==> config.mk <==
export PLATFORM = sky130hd
export DESIGN_NAME = uart_tx_arbiter
export DESIGN_NICKNAME = d
export VERILOG_FILES = /design/src/rtl/uart_tx_arbiter.sv
export SDC_FILE = /design/constraint.sdc
export NUM_CORES = 1
export LEC_CHECK = 0
export ABC_CLOCK_PERIOD_IN_PS = 3400
export CORE_MARGIN = 8
export CORE_UTILIZATION = 52
export DETAILED_ROUTE_END_ITERATION = 12
export GPL_TIMING_DRIVEN = 0
export PLACE_DENSITY_LB_ADDON = 0.25
export SETUP_SLACK_MARGIN = 0.15
export SYNTH_ARGS = -nofsm -noshare
export SYNTH_HDL_FRONTEND = slang
export SYNTH_SLANG_ARGS = --single-unit
==> constraint.sdc <==
create_clock -name clk -period 3.4 [get_ports clk]
set_input_delay 0.34 -clock clk [delete_from_list [all_inputs] [get_ports clk]]
set_output_delay 0.34 -clock clk [all_outputs]
set_load 0.005 [all_outputs]
==> src/rtl/uart_tx_arbiter.sv <==
// Purpose: shares one byte-wide UART TX serializer between three message sources
//          (0 status report, 1 event alert, 2 RX echo) with whole-message grants.
// Latency: one arbitration cycle before the first byte; data path is combinational while granted.
// Backpressure: tx_ready feeds straight back to the granted source's req_ready; a stalled
//          serializer never trips the watchdog, only a silent granted source does.
// Ports:
//   clk, rst                     system clock, synchronous active-high reset
//   req_valid/req_data/req_last  per-source byte stream (source i at bit i / byte lane i)
//   req_ready                    per-source byte accepted this cycle
//   tx_data/tx_valid/tx_ready    byte stream to the serializer
//   grant, busy                  one-hot current owner, arbiter not idle
//   timeout_pulse, timeout_src   watchdog revoke strobe and index of the last revoked source
module uart_tx_arbiter #(
  parameter int GAP_CYCLES     = 234,
  parameter int TIMEOUT_CYCLES = 65535,
  parameter int CNT_W          = 16
) (
  input  logic        clk,
  input  logic        rst,
  input  logic [2:0]  req_valid,
  input  logic [23:0] req_data,
  input  logic [2:0]  req_last,
  output logic [2:0]  req_ready,
  output logic [7:0]  tx_data,
  output logic        tx_valid,
  input  logic        tx_ready,
  output logic [2:0]  grant,
  output logic        busy,
  output logic        timeout_pulse,
  output logic [1:0]  timeout_src
);

  typedef enum logic [1:0] {IDLE, XFER, GAP} state_t;

  localparam logic [CNT_W-1:0] GAP_LAST = CNT_W'(GAP_CYCLES - 1);
  localparam logic [CNT_W-1:0] TO_LAST  = CNT_W'(TIMEOUT_CYCLES - 1);
  localparam logic [CNT_W-1:0] CNT_MAX  = '1;
  // With no gap configured a finished or revoked message drops straight back to IDLE.
  localparam state_t DONE_STATE = (GAP_CYCLES == 0) ? IDLE : GAP;

  state_t           state, state_nxt;
  logic [1:0]       last_g, last_g_nxt;
  logic [2:0]       grant_nxt;
  logic [CNT_W-1:0] cnt, cnt_nxt;
  logic             pulse_nxt;
  logic [1:0]       src_nxt;

  logic [1:0] cand0, cand1, cand2, winner;
  logic       sel_vld, sel_last;
  logic [7:0] sel_dat;

  // Round-robin scan order starts at the source after the previous winner.
  always_comb begin
    case (last_g)
      2'd0:    begin cand0 = 2'd1; cand1 = 2'd2; cand2 = 2'd0; end
      2'd1:    begin cand0 = 2'd2; cand1 = 2'd0; cand2 = 2'd1; end
      default: begin cand0 = 2'd0; cand1 = 2'd1; cand2 = 2'd2; end
    endcase
    if (req_valid[cand0])      winner = cand0;
    else if (req_valid[cand1]) winner = cand1;
    else                       winner = cand2;
  end

  // last_g doubles as the index of the current owner while in XFER.
  always_comb begin
    case (last_g)
      2'd0:    begin sel_vld = req_valid[0]; sel_last = req_last[0]; sel_dat = req_data[7:0];   end
      2'd1:    begin sel_vld = req_valid[1]; sel_last = req_last[1]; sel_dat = req_data[15:8];  end
      default: begin sel_vld = req_valid[2]; sel_last = req_last[2]; sel_dat = req_data[23:16]; end
    endcase
  end

  always_comb begin
    state_nxt  = state;
    last_g_nxt = last_g;
    grant_nxt  = grant;
    cnt_nxt    = cnt;
    pulse_nxt  = 1'b0;
    src_nxt    = timeout_src;
    case (state)
      IDLE: begin
        if (|req_valid) begin
          state_nxt  = XFER;
          last_g_nxt = winner;
          grant_nxt  = 3'b001 << winner;
          cnt_nxt    = '0;
        end
      end
      XFER: begin
        // A completing byte wins over a watchdog expiry in the same cycle.
        if (sel_vld && tx_ready && sel_last) begin
          state_nxt = DONE_STATE;
          grant_nxt = '0;
          cnt_nxt   = '0;
        end else if (sel_vld) begin
          cnt_nxt = '0;
        end else if (cnt == TO_LAST) begin
          state_nxt = DONE_STATE;
          grant_nxt = '0;
          cnt_nxt   = '0;
          pulse_nxt = 1'b1;
          src_nxt   = last_g;
        end else if (cnt != CNT_MAX) begin
          cnt_nxt = cnt + CNT_W'(1);
        end
      end
      GAP: begin
        if (cnt >= GAP_LAST) begin
          state_nxt = IDLE;
          cnt_nxt   = '0;
        end else begin
          cnt_nxt = cnt + CNT_W'(1);
        end
      end
      default: begin
        state_nxt = IDLE;
        grant_nxt = '0;
        cnt_nxt   = '0;
      end
    endcase
  end

  always_ff @(posedge clk) begin
    if (rst) begin
      state         <= IDLE;
      last_g        <= 2'd2;
      grant         <= '0;
      cnt           <= '0;
      timeout_pulse <= 1'b0;
      timeout_src   <= '0;
    end else begin
      state         <= state_nxt;
      last_g        <= last_g_nxt;
      grant         <= grant_nxt;
      cnt           <= cnt_nxt;
      timeout_pulse <= pulse_nxt;
      timeout_src   <= src_nxt;
    end
  end

  // Handshake outputs are masked during reset so a byte on the wire at that
  // moment is dropped rather than reported as accepted.
  always_comb begin
    tx_data   = '0;
    tx_valid  = 1'b0;
    req_ready = '0;
    if (state == XFER && !rst) begin
      tx_data   = sel_dat;
      tx_valid  = sel_vld;
      req_ready = {3{tx_ready}} & grant;
    end
  end

  assign busy = (state != IDLE);

endmodule

---- After elaboration in Yosys (flattened, before gate mapping) ----
Cells that the tools add are included.
cells by class
  add/sub/neg operators ................... 1
  $lt $le $gt $ge ......................... 3
  equal/unequal tests ..................... 10
  shift-type cells ........................ 1
  multiplexer cells ....................... 34
  bitwise logic cells ..................... 5
  reductions and logical operators ........ 14
operator list
  kind                     number
  $mux W16                 6
  $pmux W16 S3             1
  $add A16 B1 Y16 const B  1
  $eq A16 B16 Y1 const B   1
  $ge A16 B8 Y1 const B    1
  $ne A16 B16 Y1 const B   1
  $pmux W8 S2              1
  $mux W3                  5
  $mux W2                  7
  $pmux W2 S2              3
  $reduce_and A4 Y1        3
  $pmux W3 S3              1
  $mux W8                  1
  $lt A2 B3 Y1 const B     2
  $ne A3 B3 Y1 const B     2
  $pmux W2 S3              1
  $ne A5 B5 Y1 const B     1
  $bmux W1 S2              2
  $eq A2 B1 Y1 const B     2
  $logic_not A2 Y1         2
  $mux W1                  4
  $ne A2 B2 Y1 const B     2
  $not A1 Y1               4
  $pmux W1 S2              2
  other kinds (9)          12
word-level totals
  bits in registers ....................... 26
  bits of input ports ..................... 33
  output and inout port bits .............. 19
  logic and storage cells ................. 74

---- Logic depth before layout (Yosys ltp) ----
  depth in word-level cells ............... 9
  mapped depth ............................ 8
  depth with buffers taken out ............ 7

---- Worst setup path after synthesis ----
OpenSTA, ideal clock, no wires.
  path kind ............................... reg2reg
  from .................................... register last_g[0]
  to ...................................... register grant[0]
  arrival time ............................ 2,023 ps
  data required time ...................... 3,277 ps
  slack ................................... 1,254 ps
  cell stages (with the launch flop) ...... 7
  period minus slack after synthesis ...... 2,146 ps
  cells stage by stage .................... dfxtp_1 -> buf_2 -> mux2i_2 -> o21ai_2 -> or4_4 -> a311oi_4 -> mux2_1
between the ends
  longest elaborated chain between the ends .. 9
  elaborated cells between the ends (all ways) .. 22
  those cells by class .................... eq/ne: 3; shift: 1; mux: 14; reduce/logical: 4
ends and longest elaborated chain
  what                                                     RTL line  RTL
  start, declared                                          42        logic [1:0] last_g, last_g_nxt;
  start signal, assigned                                   133       last_g <= last_g_nxt;
  $eq A2 B1 Y1 / $logic_not A2 Y1 (equally long branches)  54, 66
  $pmux W2 S2                                              54        case (last_g)
  $bmux W1 S2                                              60        else if (req_valid[cand1]) winner = cand1;
  $mux W1 (implied by the code)                            60
  $mux W2                                                  60
  $mux W2                                                  59        if (req_valid[cand0]) winner = cand0;
  $shl A1 B2 Y3                                            85        grant_nxt = 3'b001 << winner;
  $mux W3                                                  82        if (|req_valid) begin
  $pmux W3 S3                                              80        case (state)
  end signal, assigned                                     134       grant <= grant_nxt;
  end, declared                                            27        output logic [2:0] grant,
Several ways; a longest one is shown, not always the timed one. The select of a mux whose other input is x is not followed.
A chain may end at the register's enable or synchronous reset.

---- Final worst setup path ----
  from .................................... register last_g[1]
  to ...................................... output port tx_data[3]
between the ends
  longest elaborated chain between the ends .. 3
  elaborated cells between the ends (all ways) .. 4
  those cells by class .................... eq/ne: 1; mux: 2; reduce/logical: 1
ends and longest elaborated chain
  what                                                     RTL line  RTL
  $eq A2 B1 Y1 / $logic_not A2 Y1 (equally long branches)  66        case (last_g)
  $pmux W8 S2 *                                            66
  $mux W8 *                                                147       if (state == XFER && !rst) begin
  end, declared                                            24        output logic [7:0] tx_data,
Every way passes the cells marked *; elsewhere a longest branch is shown, timed or not.

==> qor.yml <==
status:
  outcome: "completed"
sta:
  timing.hold.ws_ps: 507
  timing.fmax_mhz: 343
  setup_tns_ps: 0
  finalHoldViolations: 0
  maxSlewViolCount: 0
  fin_crit_ps: 2920
  setup_slack_ps: 483
  finalSetupViolCount: 0
  worst_slew_pin_slew_ps: 779
  fin_skew_ps: 6.78
  rsz0062_at_grt: "false"
  fin_crit_sh_pct: 85.8
  slew_headroom_pct: 48.1
layout:
  antennaDiodeCount: 0
  drive_above_1_share_pct: 5.76
  nNetsFinal: 319
  post-route-util_pct: 73.0
  syn2layout_area_growth_pct: 33.5
  fillers: 259
clock_network:
  cts_tree: "built"
  cts_hold_buf: 0
  clk_latency_ps: 340
  cts_setup_buffers: 0
  cts_resized: 0
  cts_inserted_buffers: 3
  cts-root-buf: "clkbuf_4"
  clock-sinks: 26
  cts_buffer_depth: 2
  cts.clk_slew.worst_paths_ps: 140
  htree_levels: 1
grt:
  grt_use_total_pct: 17.6
  grt_start_max_net_pins: 16
  grt_first_pass_wirelength_um: 7880
  gr-total-overflow: 0
  grt_pass1_vias: 1683
  antenna_found_initial: 0
detailed_routing:
  drt-total-wl_um: 5070
  ant_nets: 0
  dr_total_vias: 1873
  wl_per_cell_um: 15.6
  drcViolationCount: 0
  drt_iter0_drc: 116
  first_pass_iters: 4
  viasPerCell: 5.78
power_and_ir_drop:
  vdd_ir_drop_max_mv: 0.281
  p_per_area_nw_per_um2: 448
  p_leak_nw: 0.849
worst_setup_path:
  crit_arrival_ps: 2580
  crit_chain: "clkbuf_1 -> buf_1 -> clkbuf_1 -> a21oi_1 -> nor2_1 -> clkdlybuf4s50_1"
  critPathSlowestCell: "clkdlybuf4s50_1"
  path_common_cell: "clkbuf_1"
  start_kind: "flip-flop"
  cp-end-kind: "output pin"
  max_stage_delay_ps: 530
  critical_path_buf_inv_count: 4
  path_max_fanout: 10
  required_ps: 3060
  cp_top_family: "buffers and inverters"
  critPathKind: "flip-flop to output pin"
synth:
  synth_top_area_share_pct: 28.1
  netlist_top_cells_area: "dfxtp_1 (28%), mux2i_1 (8.1%), nor2_1 (4.9%)"
  synth.net_count: 263
  netlist_instances: 223
  synth_warnings: 0
  synth_common_cells: "dfxtp_1 (26), nor2_1 (24), mux2i_1 (15)"
  syn_area_um2: 1850
  synth_largest_area_cell: "dfxtp_1"
  postSynthAreaPerCell_um2: 8.31
  synth_flop_cell: "dfxtp_1"
  yosysSeqAreaShare_pct: 28.1
  async_reset_ff_share_pct: 0
  synth_edf_count: 0
  ys_ff_latch: 26
  yosysMostFrequentCell: "dfxtp_1"
  synth_cell_types: 52
floorplan:
  die_area_um2: 5730
  die_y_um: 75.7
  start_util_pct: 54.7
  io_pins: 52
  core_area_um2: 3390
  die_w_um: 75.7
  rows: 21
min_path:
  hold_path.class: "flip-flop to flip-flop"
place:
  io_buffer_count: 51
  pre_cts_ws_ps: 651
  place_hpwl_um: 3980
  gp_congestion: 0.863
job:
  max-cap-violations: 0
==> worst reg2reg max path: cells and delay by family (launching register included) <==
| family | cells | cell delay, ps |
|---|---|---|
| AOI/OAI and AO/OA | 2 | 700 |
| buffers and inverters | 1 | 320 |
| adders and majority gates | 1 | 250 |
| and+or+nand+nor | 2 | 610 |
| DFF | 1 | 500 |
==> logic make-up after synthesis <==
family	after synthesis	synth area share, %
mux	18	10.1
flops	26	28.1
xor+xnor	8	3.78
fa+ha+maj	7	4.73
compound gates	55	22.5
simple gates	89	26.6
buf+inv	20	4.25
==> sequential cells by signal, indices dropped and copies added, names as in the netlist <==
register and flops:
cnt 16, grant 3, last_g 2, state 2
timeout_pulse 1, timeout_src 2
==> layout by cell type (no fill, tap or decap), drive strengths merged, types with 9 or more instances in the layout <==
master	instances
clkdlybuf4s50	51
dfxtp	26
nor2	24
mux2i	16
nand2	13
a21oi	10
o21ai	10
a211oi	9
clkbuf	9
==> metal layers <==
metal,GRT usage [%],up-vias,routed length (um)
li1,-,950,-
met1,22.4,879,2290
met2,29.5,40,2500
met3,4.21,4,260
met4,2.77,0,21
met5,0,-,0
==> worst paths after layout <==
| check | startpoint | endpoint | slack, ps | cells after the start |
|---|---|---|---|---|
| worst max-delay path | last_g[1] | tx_data[3] | 480 | 6 |
| worst min-delay path | state[0] | state[0] | 510 | 2 |
| worst max register to register | cnt[0] | cnt[10] | 940 | 6 |
| worst min register to register | state[0] | state[0] | 510 | 2 |
==> report_power, final <==
part | internal, mW | total [mW] | switching [mW]
registers | 0.334 | 0.355 | 0.0207
logic | 0.254 | 0.535 | 0.280
clock network | 0.119 | 0.220 | 0.100
total | 0.707 | 1.11 | 0.401
==> layout make-up <==
| class | instances | area, um2 | share of cell area [%] |
|---|---|---|---|
| Timing Repair Buffer | 51 | 510 | 20.6 |
| Sequential cell | 26 | 520 | 21.0 |
| Multi-Input combinational cell | 177 | 1250 | 50.7 |
| Tap cell | 46 | 57.6 | 2.33 |
| Buffer | 12 | 48.8 | 1.97 |
| Clock buffer | 3 | 22.5 | 0.910 |
| Clock inverter | 1 | 30.0 | 1.21 |
| Inverter | 8 | 30.0 | 1.21 |
==> stage by stage <==
stage / std cells / total power, mW / cell area, um2
after floorplan: 223 / 0.705 / 1850
after global placement: 320 / 0.887 / 2420
after detailed placement: 320 / 0.894 / 2420
after CTS: 324 / 1.11 / 2470
after global routing: 324 / 1.18 / 2470
final: 324 / 1.11 / 2470
Note: power is estimated with default switching activity, not from simulation.
